File: src/rtl/sseg_pkg.sv
// Shared types and glyph table for the seven-segment scan receiver.
package sseg_pkg;

  localparam int NUM_DIGITS = 4;

  typedef enum logic [1:0] {IDLE, SETTLE, HELD} state_t;

  // Active-low glyphs on bits 6:0 (g..a); dp is not part of the table.
  localparam logic [6:0] GLYPH_0 = 7'h40;
  localparam logic [6:0] GLYPH_1 = 7'h79;
  localparam logic [6:0] GLYPH_2 = 7'h24;
  localparam logic [6:0] GLYPH_3 = 7'h30;
  localparam logic [6:0] GLYPH_4 = 7'h19;
  localparam logic [6:0] GLYPH_5 = 7'h12;
  localparam logic [6:0] GLYPH_6 = 7'h02;
  localparam logic [6:0] GLYPH_7 = 7'h78;
  localparam logic [6:0] GLYPH_8 = 7'h00;
  localparam logic [6:0] GLYPH_9 = 7'h10;
  localparam logic [6:0] GLYPH_A = 7'h08;
  localparam logic [6:0] GLYPH_B = 7'h03;
  localparam logic [6:0] GLYPH_C = 7'h46;
  localparam logic [6:0] GLYPH_D = 7'h21;
  localparam logic [6:0] GLYPH_E = 7'h06;
  localparam logic [6:0] GLYPH_F = 7'h0E;

  localparam logic [15:0][6:0] GLYPHS = {
    GLYPH_F, GLYPH_E, GLYPH_D, GLYPH_C, GLYPH_B, GLYPH_A, GLYPH_9, GLYPH_8,
    GLYPH_7, GLYPH_6, GLYPH_5, GLYPH_4, GLYPH_3, GLYPH_2, GLYPH_1, GLYPH_0
  };

  function automatic logic onehot_low(input logic [NUM_DIGITS-1:0] a);
    return $countones(~a) == 1;
  endfunction

  function automatic logic [1:0] an_idx(input logic [NUM_DIGITS-1:0] a);
    logic [1:0] i;
    i = '0;
    for (int k = 0; k < NUM_DIGITS; k++)
      if (!a[k]) i = 2'(k);
    return i;
  endfunction

endpackage

File: src/rtl/sseg_hex_decode.sv
// Maps a 7-bit active-low segment pattern to {hit, nibble}; unknown patterns give 0/0.
module sseg_hex_decode
  import sseg_pkg::*;
(
  input  logic [6:0] seg,
  output logic       hit,
  output logic [3:0] nib
);

  always_comb begin
    hit = 1'b0;
    nib = 4'h0;
    for (int i = 0; i < 16; i++)
      if (seg == GLYPHS[i]) begin
        hit = 1'b1;
        nib = 4'(i);
      end
  end

endmodule

File: src/rtl/sseg_scan_rx.sv
// Recovers per-digit patterns from a multiplexed 4-digit seven-segment bus.
// Optional macro SSEG_RX_TIMEOUT_EN adds per-digit age counters driving stale.
module sseg_scan_rx
  import sseg_pkg::*;
#(
  parameter int SETTLE_CYC  = 4,
  parameter int TIMEOUT_CYC = 262144
) (
  input  logic        clk,
  input  logic        reset,
  input  logic [3:0]  an,
  input  logic [7:0]  sseg,
  output logic [31:0] digit_pat,
  output logic [15:0] hex_val,
  output logic [3:0]  valid,
  output logic [3:0]  stale,
  output logic        frame_done,
  output logic        an_err
);

  localparam logic [3:0] SETTLE_W = 4'(SETTLE_CYC);

  logic [3:0] an_r, an_d;
  logic [7:0] sseg_r, sseg_d;
  state_t     state, state_nxt;
  logic [3:0] cnt, cnt_nxt;
  logic       oh, same, cap;
  logic [1:0] idx;
  logic [NUM_DIGITS-1:0] capmask, seen, hit;
  logic [NUM_DIGITS-1:0][7:0] pat;
  logic [NUM_DIGITS-1:0][3:0] nib;

  // an_d/sseg_d hold the previous registered pair for change detection.
  always_ff @(posedge clk or posedge reset)
    if (reset) begin
      an_r <= 4'hF; sseg_r <= 8'hFF; an_d <= 4'hF; sseg_d <= 8'hFF;
    end else begin
      an_r <= an; sseg_r <= sseg; an_d <= an_r; sseg_d <= sseg_r;
    end

  assign oh   = onehot_low(an_r);
  assign same = {an_r, sseg_r} == {an_d, sseg_d};
  assign idx  = an_idx(an_r);

  always_ff @(posedge clk or posedge reset)
    if (reset) begin
      state <= IDLE;
      cnt   <= '0;
    end else begin
      state <= state_nxt;
      cnt   <= cnt_nxt;
    end

  always_comb begin
    state_nxt = state;
    cnt_nxt   = cnt;
    if (!oh) begin
      state_nxt = IDLE;
      cnt_nxt   = '0;
    end else begin
      case (state)
        IDLE:    begin state_nxt = SETTLE; cnt_nxt = 4'd1; end
        SETTLE:  cnt_nxt = same ? cnt + 4'd1 : 4'd1;
        HELD:    if (!same) begin state_nxt = SETTLE; cnt_nxt = 4'd1; end
        default: begin state_nxt = IDLE; cnt_nxt = '0; end
      endcase
      if (state_nxt == SETTLE && cnt_nxt == SETTLE_W) state_nxt = HELD;
    end
  end

  // Capture on entry to HELD, or on a fresh pair out of HELD when SETTLE_CYC is 1.
  always_comb cap = (state_nxt == HELD) && (state != HELD || !same);

  assign capmask = cap ? ~an_r : '0;

  always_ff @(posedge clk or posedge reset)
    if (reset) begin
      pat        <= '1;
      seen       <= '0;
      frame_done <= 1'b0;
      an_err     <= 1'b0;
    end else begin
      if (cap) pat[idx] <= sseg_r;
      an_err     <= $countones(~an_r) > 1;
      frame_done <= &seen;
      seen       <= ((&seen) ? '0 : seen) | capmask;
    end

  for (genvar k = 0; k < NUM_DIGITS; k++) begin : g_dig
    sseg_hex_decode u_dec (.seg(pat[k][6:0]), .hit(hit[k]), .nib(nib[k]));
  end

  assign digit_pat = pat;
  assign hex_val   = nib;
  assign valid     = hit & ~stale;

`ifdef SSEG_RX_TIMEOUT_EN
  localparam logic [19:0] TO = 20'(TIMEOUT_CYC);
  logic [NUM_DIGITS-1:0][19:0] age;

  always_ff @(posedge clk or posedge reset)
    if (reset) begin
      age   <= '0;
      stale <= '0;
    end else begin
      for (int k = 0; k < NUM_DIGITS; k++)
        if (capmask[k]) begin
          age[k]   <= '0;
          stale[k] <= 1'b0;
        end else if (age[k] != TO) begin
          age[k] <= age[k] + 20'd1;
          if (age[k] + 20'd1 == TO) stale[k] <= 1'b1;
        end
    end
`else
  logic [19:0] unused_timeout;
  assign unused_timeout = 20'(TIMEOUT_CYC);
  assign stale = '0;
`endif

endmodule

File: config.mk
export PLATFORM = sky130hd
export DESIGN_NAME = sseg_scan_rx
export DESIGN_NICKNAME = d
export VERILOG_FILES = /design/src/rtl/sseg_pkg.sv /design/src/rtl/sseg_hex_decode.sv /design/src/rtl/sseg_scan_rx.sv
export SDC_FILE = /design/constraint.sdc
export NUM_CORES = 1
export LEC_CHECK = 0
export ABC_AREA = 0
export BUFFER_PORTS_ARGS = -buffer_cell sky130_fd_sc_hd__clkbuf_2
export CAP_MARGIN = 20
export CORE_ASPECT_RATIO = 1.25
export CORE_UTILIZATION = 56
export DETAILED_ROUTE_END_ITERATION = 10
export HOLD_SLACK_MARGIN = 0.15
export PLACE_DENSITY = 0.8
export SYNTH_ARGS = -nofsm -noshare
export SYNTH_HDL_FRONTEND = slang
export SYNTH_SLANG_ARGS = --single-unit
File: constraint.sdc
create_clock -name clk -period 3.4 [get_ports clk]
set_clock_uncertainty 0.05 [all_clocks]
set_input_delay 0.34 -clock clk [delete_from_list [all_inputs] [get_ports clk]]
set_output_delay 0.34 -clock clk [all_outputs]
set_load 0.02 [all_outputs]
# Word-level counts from Yosys, hierarchy flattened

Cells that the tools add are included.

Add/sub/neg operators: 4
$mul: 0
Divide/modulo/power cells: 0
$lt $le $gt $ge: 3
Equality and inequality tests: 68
Shift operators: 0
Mux-type cells: 142
Bitwise operators: 2
Reduce and logical (&&, ||, !) cells: 11

Operators by type and width:

| operator                                             | number |
|---|---|
| 2-to-1 mux 4 bit                                     | 38 |
| equality test 7 bit, second input constant           | 16 |
| equality test 7 x 5 -> 1 bit, second input constant  | 12 |
| equality test 7 x 6 -> 1 bit, second input constant  | 12 |
| 2-to-1 mux 1 bit                                     | 69 |
| equality test 7 x 2 -> 1 bit, second input constant  | 8 |
| equality test 7 x 4 -> 1 bit, second input constant  | 8 |
| 2-to-1 mux 3 bit                                     | 16 |
| bitwise mux 32 bit                                   | 1 |
| equality test 32 x 2 -> 1 bit, second input constant | 1 |
| equality test 7 x 3 -> 1 bit, second input constant  | 4 |
| logical NOT 7 bit                                    | 4 |
| 2-to-1 mux 2 bit                                     | 14 |
| demux 8 bit (select 2 bit)                           | 1 |
| equality test 12 bit                                 | 1 |
| case mux 4 bit (3 select lines)                      | 1 |
| 2-to-1 mux 8 bit                                     | 1 |
| case mux 2 bit (3 select lines)                      | 1 |
| adder 1 x 1 -> 2 bit                                 | 2 |
| adder 4 x 1 -> 4 bit, second input constant          | 1 |
| equality test 2 x 1 -> 1 bit, second input constant  | 2 |
| equality test 2 bit, second input constant           | 2 |
| equality test 4 x 3 -> 1 bit, second input constant  | 1 |
| NOT 4 bit                                            | 1 |
| other kinds (11)                                     | 13 |

Register bits after elaboration: 68
Latch bits: 0
RAM bits: 0
ROM bits: 0
Input bits: 14
Output and inout bits: 58
Logic and storage cells: 243
Memories: 0

# Longest topological paths before layout

Gate-level depths: netlist of the first run.

Word-level depth: 17
Mapped depth: 10
Depth with buffers taken out: 9

# Hierarchy

A second synthesis of the first run with hierarchy kept.

Cell total of the unflattened synthesis: 419
Area, all modules: 4315.4 µm²

Modules (own cells, without submodules):

| module          | instances | cells each | area an instance (µm²) | seq. area each (µm²) |
|---|---|---|---|---|
| sseg_scan_rx    | 1         | 183        | 2753.9                 | 1771.7 |
| sseg_hex_decode | 4         | 59         | 390.4                  | 0.0 |

# Worst setup path before layout of the first run

No wires, ideal clock.

Path kind: register to register
Start: register an_r[1]
End: register pat (netlist bit digit_pat[10])
Library setup time: 82 ps
Data arrival time: 2985 ps
Required time: 3268 ps
Path slack: 282 ps
Cell stages (with the launch flop): 11
Path buffers: 1
Period minus slack after synthesis: 3118 ps
Cell sequence: dfstp_2 -> fa_1 -> inv_1 -> ha_1 -> inv_1 -> ha_1 -> nor3_1 -> nand4_4 -> or4_4 -> buf_6 -> mux2_4

Longest elaborated chain between the ends: 10
Elaborated cells between the ends (all ways): 30
Those cells by class: add/sub (2); order compare (2); eq/ne (5); mux (15); bitwise (1); reduce/logical (5)

Ends and longest elaborated chain:

| element                                                                            | RTL line           | RTL |
|---|---|---|
| from (decl)                                                                        | sseg_scan_rx.sv:23 | `logic [3:0] an_r, an_d;` |
| from (signal assigned)                                                             | sseg_scan_rx.sv:38 | `an_r <= an; sseg_r <= sseg; an_d <= an_r; sseg_d <= sseg_r;` |
| equality test 12 bit                                                               | sseg_scan_rx.sv:42 | `assign same = {an_r, sseg_r} == {an_d, sseg_d};` |
| 2-to-1 mux 4 bit, or another cell as far along                                     | sseg_scan_rx.sv:64 | `HELD: if (!same) begin state_nxt = SETTLE; cnt_nxt = 4'd1; end` |
| case mux 4 bit (3 select lines) or case mux 2 bit (3 select lines) (tied branches) | sseg_scan_rx.sv:61 | `case (state)` |
| 2-to-1 mux 4 bit or 2-to-1 mux 2 bit (tied branches)                               | sseg_scan_rx.sv:57 | `if (!oh) begin` |
| equality test 4 x 3 -> 1 bit or equality test 2 x 1 -> 1 bit (tied branches)       | sseg_scan_rx.sv:67 | `if (state_nxt == SETTLE && cnt_nxt == SETTLE_W) state_nxt = HELD;` |
| logical AND 1 bit                                                                  | sseg_scan_rx.sv:67 |  |
| 2-to-1 mux 2 bit                                                                   | sseg_scan_rx.sv:67 |  |
| 2-to-1 mux 2 bit                                                                   | sseg_scan_rx.sv:57 |  |
| equality test 2 bit                                                                | sseg_scan_rx.sv:72 | `always_comb cap = (state_nxt == HELD) && (state != HELD \|\| !same);` |
| logical AND 1 bit                                                                  | sseg_scan_rx.sv:72 |  |
| to (signal, indexed assignment)                                                    | sseg_scan_rx.sv:83 | `if (cap) pat[idx] <= sseg_r;` |
| to (decl)                                                                          | sseg_scan_rx.sv:30 | `logic [NUM_DIGITS-1:0][7:0] pat;` |

Parallel ways exist; a longest one is shown, timed or not. The select of a mux whose other input is x is not followed.
A chain may end at the register's enable or synchronous reset.

# Worst setup path after layout of the first run

Start: register an_r[1]
End: register pat (netlist bit digit_pat[11])

Same word-level chain as after synthesis.

==> results of run 1 <==
area by class of cell:
| class | instances | area, um^2 | share of cell area |
|---|---|---|---|
| clock inverter | 2 | 37.54 | 0.007987 |
| clock buffer | 14 | 193.9 | 0.04127 |
| inverter | 12 | 45.04 | 0.009585 |
| tap | 90 | 112.6 | 0.02396 |
| multi-input combinational | 278 | 2051 | 0.4364 |
| timing repair buffer | 83 | 488.0 | 0.1038 |
| sequential | 68 | 1772 | 0.3770 |
synth_stat cells, types with 4 or more instances:
| master | count |
|---|---|
| o31ai_1 | 6 |
| dfrtp_1 | 12 |
| xnor2_1 | 4 |
| o22ai_1 | 4 |
| or4_1 | 4 |
| nor4b_1 | 4 |
| or2_2 | 4 |
| a21oi_1 | 18 |
| dfstp_2 | 56 |
| nor3b_1 | 4 |
| nand2_1 | 28 |
| nand3b_1 | 4 |
| clkbuf_1 | 25 |
| mux2_4 | 16 |
| mux2_2 | 16 |
| buf_4 | 8 |
| o21ai_0 | 11 |
| nor4bb_1 | 4 |
| nor2_1 | 22 |
| a32oi_1 | 6 |
| or3_1 | 4 |
| nand3_1 | 6 |
| a31oi_1 | 7 |
| nand4_1 | 5 |
| nor3_1 | 14 |
| nor2b_1 | 11 |
| inv_1 | 12 |
| ha_1 | 4 |
| xor2_1 | 19 |
metrics by stage:
stage,hold slack (ns),std cells,util,worst slack (ns),cell area (um^2)
4_1_cts,0.3524,547,0.6736,0.1536,4700
3_5_place_dp,0.3419,518,0.6218,0.1731,4338
3_3_place_gp,0.3400,518,0.6218,0.2665,4338
5_1_grt,0.3608,547,0.6736,0.05851,4700
6_report,0.3506,547,0.6736,0.1702,4700
2_1_floorplan,0.2945,395,-,0.2824,4051
report_power, final:
part	switching, W	internal [W]
combinational	0.0000599	0.0000427
sequential	0.0000288	0.000847
clock	0.000287	0.000444
per-layer routing:
layer	wire length, um	GRT usage	vias to the layer above	part of all wire
li1	-	-	1541	-
met1	3802	0.3233	1549	0.44
met2	4171	0.3690	115	0.49
met3	428	0.06321	19	0.050
met4	163	0.09829	0	0.019
met5	0	0	-	0
state kept, by name, summed over array words and instances (netlist names):
register and flops:
an_d 4, an_err 1, an_r 4, cnt 4
digit_pat 32, frame_done 1, seen 4, sseg_d 8
sseg_r 8, state 2
logic make-up (layout without fill, tap and decap cells):
kind of cell	count (synthesis)	after routing	share of synthesized area
simple gates	136	136	0.2016
compound gates	76	76	0.1260
flops	68	68	0.4385
buf+inv	49	111	0.05667
mux	33	33	0.1065
xor+xnor	23	23	0.04986
fa+ha+maj	6	6	0.01982
other cells	1	4	0.0009282
worst min path at each step:
stage	startpoint	end	slack [ns]	cells past startpoint
finish	an_r[0]	an_d[0]	0.35	0
global route	an_r[0]	an_d[0]	0.36	0
CTS	an_r[0]	an_d[0]	0.35	0
detailed placement	an_r[0]	an_d[0]	0.34	0
global placement	an_r[0]	an_d[0]	0.34	0
floorplan	an[0]	an_r[0]	0.29	0
==> metrics, run 1 <==
outcome=finished, final reports clean; Max Cap Viol=0; Clock Tree Buf Depth=2; CTS resizes=0; vias per cell=5.894; Syn Std Cell Area=4040 um^2; Core ar.=6977 um^2; reg2reg setup slack=0.17 ns; leakage power=2.040 nW; RSZ-0062 raised after global routing=false; Reg2Reg Depth=9; Yosys warnings=0; synthesis-to-layout area growth=16.32%; min Tclk post-route=3.230 ns; fin crit share=0.9499; Max-slew headroom=0.5646; Setup crit end=digit_pat[11]; Fmax=309.6 MHz; final wirelength=8565 um; initial DRC count=186; critical path's slowest cell=or4_4; share of cells above drive strength 1=0.4070; syn avg cell area=10.31 um^2; fin. max-slew vios=0; htree depth=3; worst-path cell chain=fa_1 > inv_1 > ha_1 > inv_1 > ha_1 > nor3_1 > nand4_4 > or4_4 > mux2_4; IR drop worst, VDD=412.9 uV; antenna cells=0; crit path kind=reg -> reg; Mapped Cells=392; drt wl/cell=15.66 um; DP HPWL=5647 um; asr flop ratio synth=1.000; largest net degree at the start of global routing=36; CTS sink count=68; cell area power density=363.8 nW/um^2; fillers=542; Die ar.=7560 um^2; Remaining DRCs=0; clock slew at reported path FFs=0.07 ns; Post-CTS Setup Inserts=0; Global Route Usage Sum=0.2404; drt pass-1 iters=5; nets=471; share of the synthesized area in the top cell type=0.3642; crit path DAT=3.45 ns; Final setup viols=0; remaining antenna violation count=0; crit-path max cell delay=0.63 ns; Crit Path Max Fanout=8; Hold Fails Final Rpt=0; commonest non-fill, non-tap cell in the layout=clkbuf_2; area leader, netlist=dfstp_2; global-route wire length before repair=14,140 um; end of the worst register-to-register path=digit_pat[11]; most frequent cells in the layout=clkbuf_2, dfstp_2, nand2_1; flop and latch count out of synthesis=68; Post-synth top flop=dfstp_2; sequential fraction of the synthesis area=0.4385; delay-heaviest family, CP=simple AND/OR/NAND/NOR gates; Initial Util=0.5791; worst-margin pin slew=0.6522 ns; EDFF count, synth=0; Bufs and invs on worst path=2; Final Power=0.001709 W; initial antenna violation count=0; TritonCTS clock tree=done; CP startpoint kind=flop; Via Count=3,224; Routability Congestion=0.7920; Reg-to-Reg Start=an_r[1]; Hold Crit Class=reg -> reg; Synth area leaders=dfstp_2, dfrtp_1, mux2_4, mux2_2, xor2_1; WP data required=3.62 ns; cts hold-fix bufs=13; CTS Root Cell=clkbuf_8; Setup crit start=an_r[1]; Row Count=34; Die W=77.97 um; PortBufs=67; Worst path depth=9; total gr overflow=0; io pins=72; endpoint type of the worst setup path=flop; total negative slack=0 ns; chip height=96.97 um; Synth cell types=61; CTS Buf Count=9; vias in the first global route=2,914; Skew-Pair Late Insertion Delay=0.35 ns
Note: power is estimated with default switching activity, not from simulation.
==> run 2, diff against run 1 <==
--- a/config.mk
+++ b/config.mk
@@ -9,10 +9,11 @@
 export BUFFER_PORTS_ARGS = -buffer_cell sky130_fd_sc_hd__clkbuf_2
 export CAP_MARGIN = 20
 export CORE_ASPECT_RATIO = 1.25
-export CORE_UTILIZATION = 56
+export CORE_UTILIZATION = 61
 export DETAILED_ROUTE_END_ITERATION = 10
 export HOLD_SLACK_MARGIN = 0.15
-export PLACE_DENSITY = 0.8
+export PLACE_DENSITY = 0.86
+export SLEW_MARGIN = 40
 export SYNTH_ARGS = -nofsm -noshare
 export SYNTH_HDL_FRONTEND = slang
 export SYNTH_SLANG_ARGS = --single-unit
==> constraint.sdc (replaced) <==
create_clock -name clk -period 3.81 [get_ports clk]
set_clock_uncertainty 0.05 [all_clocks]
set_input_delay 0.381 -clock clk [delete_from_list [all_inputs] [get_ports clk]]
set_output_delay 0.381 -clock clk [all_outputs]
set_load 0.02 [all_outputs]
==> run 2 against run 1 <==
Effect of this change: fmax is 2.1% lower; clock power is 1% lower; cell count is 1.3% lower; worst hold slack hardly changed; register-to-register slack better by 0.34 ns; global-route usage is 1.3 points higher; sequential cell count stayed put; clock-buffer cell count is 5 lower; non-clock buffer count is 2 lower; first-iteration DRC count is 33% lower; via count is 1.4% lower; routed wire length is 3.3% lower; largest power group unchanged.
==> metrics, run 2 (synthesis results as in run 1) <==
crit-path max cell delay=0.65 ns; final instance area=4692 um^2; Hold Crit Class=reg -> reg; delay-heaviest family, CP=simple AND/OR/NAND/NOR gates; total gr overflow=0; Post-CTS Setup Inserts=0; clock slew at reported path FFs=0.07 ns; Final Power=0.001592 W; WP data required=4.04 ns; Die W=74.79 um; antenna cells=0; CTS Buf Count=9; synthesis-to-layout area growth=16.14%; Remaining DRCs=0; DP HPWL=5481 um; vias in the first global route=2,866; critical path's slowest cell=or4_4; initial DRC count=125; fin crit share=0.8658; global-route wire length before repair=13,380 um; pre-CTS setup slack=0.4716 ns; initial antenna violation count=0; Max-slew headroom=0.5529; CTS sink count=68; Crit Path Max Fanout=9; cts hold-fix bufs=13; outcome=finished, final reports clean; Row Count=32; vias per cell=5.887; RSZ-0062 raised after global routing=false; Placed Instance Area=4317 um^2; worst-path cell chain=fa_1 > inv_1 > ha_1 > inv_1 > ha_1 > nor3_1 > nand4_4 > or4_4 > mux2_4; drt wl/cell=15.33 um; hold_sp=an_r[0]; CP startpoint kind=flop; crit path kind=reg -> reg; Routability Congestion=0.8522; final wirelength=8280 um; total negative slack=0 ns; Max Cap Viol=0; Bufs and invs on worst path=2; Final setup viols=0; leakage power=2.041 nW; nets=469; Skew-Pair Late Insertion Delay=0.35 ns; htree depth=3; Initial Util=0.6427; PortBufs=67; commonest non-fill, non-tap cell in the layout=clkbuf_2; Via Count=3,179; Core ar.=6286 um^2; drt pass-1 iters=4; remaining antenna violation count=0; Final WS setup=0.5112 ns; min Tclk post-route=3.299 ns; chip height=92.99 um; worst-margin pin slew=0.6671 ns; share of cells above drive strength 1=0.4066; Die ar.=6955 um^2; largest net degree at the start of global routing=44; crit path DAT=3.52 ns; io pins=72; Setup crit start=an_r[1]; max reg flops=32; CTS Root Cell=clkbuf_8; TritonCTS clock tree=done; fin. max-slew vios=0; CTS resizes=0; endpoint type of the worst setup path=flop; fillers=426; most frequent cells in the layout=clkbuf_2, dfstp_2, nand2_1; IR drop worst, VDD=456.5 uV; Fmax=303.1 MHz; Clock Tree Buf Depth=2; Global Route Usage Sum=0.2539; cell area power density=339.2 nW/um^2; Hold Fails Final Rpt=0; Reg-to-Reg Start=an_r[1]
-- run 2: metrics by stage --
stage                     std cells  hold WS (ns)  utilization
after floorplan                 395        0.3314            -
after global placement          511        0.3396       0.6867
after detailed placement        511        0.3426       0.6867
after CTS                       540        0.3528       0.7464
after global routing            540        0.3591       0.7464
final                           540        0.3509       0.7464
-- run 2: path summary, 6_finish.rpt --
path | depth (start not counted) | to | slack, ns
max | 9 | digit_pat[6] | 0.51
min | 0 | an_d[0] | 0.35
max reg2reg | 9 | digit_pat[6] | 0.51
min reg2reg | 0 | an_d[0] | 0.35
max in group asynchronous | 4 | sseg_d[5] | 2.26
min in group asynchronous | 3 | cnt[2] | 0.54
-- run 2: cell type report --
type                    count  area [um^2]  area share
multi-input cells         278         2051      0.4371
flip-flops and latches     68         1772      0.3776
repair buffers             81        473.0      0.1008
clock buffers               9        123.9     0.02640
clock inverters             7        121.4     0.02587
well taps                  85        106.4     0.02267
inverters                  12        45.04    0.009600
-- run 2: metal layers --
metal	part of all wire	global-route usage
met2	0.50	0.4174
met3	0.045	0.06681
met4	0.0075	0.06604
met1	0.45	0.3299
met5	0	0
-- run 2: power by group --
| group | leakage, nW | internal, W | switching [W] | total [W] |
|---|---|---|---|---|
| sequential | 0.744 | 0.000756 | 0.0000250 | 0.000780 |
| combinational | 1.17 | 0.0000379 | 0.0000512 | 0.0000891 |
| clock | 0.124 | 0.000439 | 0.000283 | 0.000722 |
| total | 2.04 | 0.00123 | 0.000359 | 0.00159 |
==> run 3, diff against run 2 <==
--- a/config.mk
+++ b/config.mk
@@ -9,10 +9,9 @@
 export BUFFER_PORTS_ARGS = -buffer_cell sky130_fd_sc_hd__clkbuf_2
 export CAP_MARGIN = 20
 export CORE_ASPECT_RATIO = 1.25
-export CORE_UTILIZATION = 61
+export CORE_UTILIZATION = 30
 export DETAILED_ROUTE_END_ITERATION = 10
 export HOLD_SLACK_MARGIN = 0.15
-export PLACE_DENSITY = 0.86
 export SLEW_MARGIN = 40
 export SYNTH_ARGS = -nofsm -noshare
 export SYNTH_HDL_FRONTEND = slang
==> run 3 against run 2 <==
Effect of this change: fmax rose by 1.1%; sequential share of layout area down 1.2 points; largest cell class unchanged; first-iteration DRC count increased by 110%; critical endpoint unchanged; sequential cell count stayed put.
==> metrics, run 3 (synthesis results as in run 1) <==
antenna cells=0; clock slew at reported path FFs=0.06 ns; largest net degree at the start of global routing=38; total negative slack=0 ns; Crit Path Max Fanout=9; leakage power=2.056 nW; Max-slew headroom=0.5146; crit path DAT=3.47 ns; hold endpoint=an_d[3]; cell area power density=339.5 nW/um^2; fin util=0.3683; fin. max-slew vios=0; io pins=72; synthesis-to-layout area growth=20.07%; min Tclk post-route=3.264 ns; PortBufs=67; share of cells above drive strength 1=0.4079; worst-margin pin slew=0.7271 ns; initial DRC count=261; Reg2Reg Depth=9; Core ar.=13,170 um^2; CTS Root Cell=clkbuf_16; Hold Fails Final Rpt=0; TritonCTS clock tree=done; IR drop worst, VDD=294.3 uV; Die ar.=13,940 um^2; global-route wire length before repair=14,600 um; max reg flops=32; reg2reg setup slack=0.55 ns; Final Power=0.001647 W; htree depth=3; remaining antenna violation count=0; Post-CTS Setup Inserts=0; initial antenna violation count=0; fin crit share=0.8566; Clock Tree Buf Depth=2; most frequent cells in the layout=clkbuf_2, dfstp_2, nand2_1; Hold Crit Class=reg -> reg; Initial Util=0.3067; commonest non-fill, non-tap cell in the layout=clkbuf_2; Reg-to-Reg Start=an_r[1]; DP HPWL=6153 um; chip height=131.7 um; endpoint type of the worst setup path=flop; hold depth=0; Final WS setup=0.5464 ns; CTS Buf Count=9; pre-CTS setup slack=0.5177 ns; final wirelength=8973 um; Fmax=306.4 MHz; nets=470; hold_sp=an_r[3]; WP data required=4.02 ns; Die W=105.8 um; Routability Congestion=0.8017; crit path kind=reg -> reg; Via Count=3,169; drt pass-1 iters=4; drt wl/cell=14.31 um; Max Cap Viol=0; CTS sink count=68; CP startpoint kind=flop; Global Route Usage Sum=0.1308; Final setup viols=0; RSZ-0062 raised after global routing=false; Remaining DRCs=0; Setup crit start=an_r[1]; vias in the first global route=2,809; outcome=finished, final reports clean; total gr overflow=0; vias per cell=5.054; end of the worst register-to-register path=digit_pat[6]; Skew-Pair Late Insertion Delay=0.33 ns; Row Count=47
run 3: repair_timing:
item | in CTS | in global routing
resized for setup | 0 | 0
hold buffers | 13 | 0
hold endpoints to repair | 24 | 0
run 3: worst max path at each step:
stage,to,slack (ns),cells past startpoint
finish,digit_pat[6],0.55,9
global placement,digit_pat[4],0.59,9
CTS,digit_pat[6],0.53,9
detailed placement,digit_pat[6],0.52,9
global route,digit_pat[10],0.39,9
floorplan,digit_pat[10],0.69,10
run 3: report_power, final:
group | internal [W] | switching (W)
Combinational | 0.0000379 | 0.0000516
Clock | 0.000475 | 0.000300
Sequential | 0.000756 | 0.0000261
run 3: layout make-up:
| class | instances | area, um^2 |
|---|---|---|
| fillers | 1340 | 8322 |
| inverters | 12 | 45.04 |
| well taps | 171 | 214.0 |
| clock inverters | 5 | 36.28 |
| clock buffers | 11 | 252.7 |
| flip-flops and latches | 68 | 1772 |
| multi-input cells | 278 | 2051 |
| repair buffers | 82 | 480.5 |
run 3: routing by layer:
layer | vias up | track usage | share of wire | wire length [um]
li1 | 1531 | - | - | -
met1 | 1547 | 0.1805 | 0.47 | 4259
met2 | 89 | 0.2012 | 0.47 | 4236
met3 | 2 | 0.03262 | 0.047 | 425
met4 | 0 | 0.04090 | 0.0058 | 52
met5 | - | 0 | 0 | 0
run 3: per-stage QoR:
stage               area [um^2]  hold WS [ns]  std cells
finish                     4851        0.3540        627
global route               4851        0.3630        627
CTS                        4851        0.3567        627
detailed placement         4432        0.3469        598
global placement           4432        0.3402        598
floorplan                  4051        0.3314        395
run 3: critical path, stage by stage, from the launching register on:
cell	delay [ns]
dfstp_2	0.59
fa_1	0.42
inv_1	0.06
ha_1	0.16
inv_1	0.05
ha_1	0.27
nor3_1	0.36
nand4_4	0.25
or4_4	0.65
mux2_4	0.33
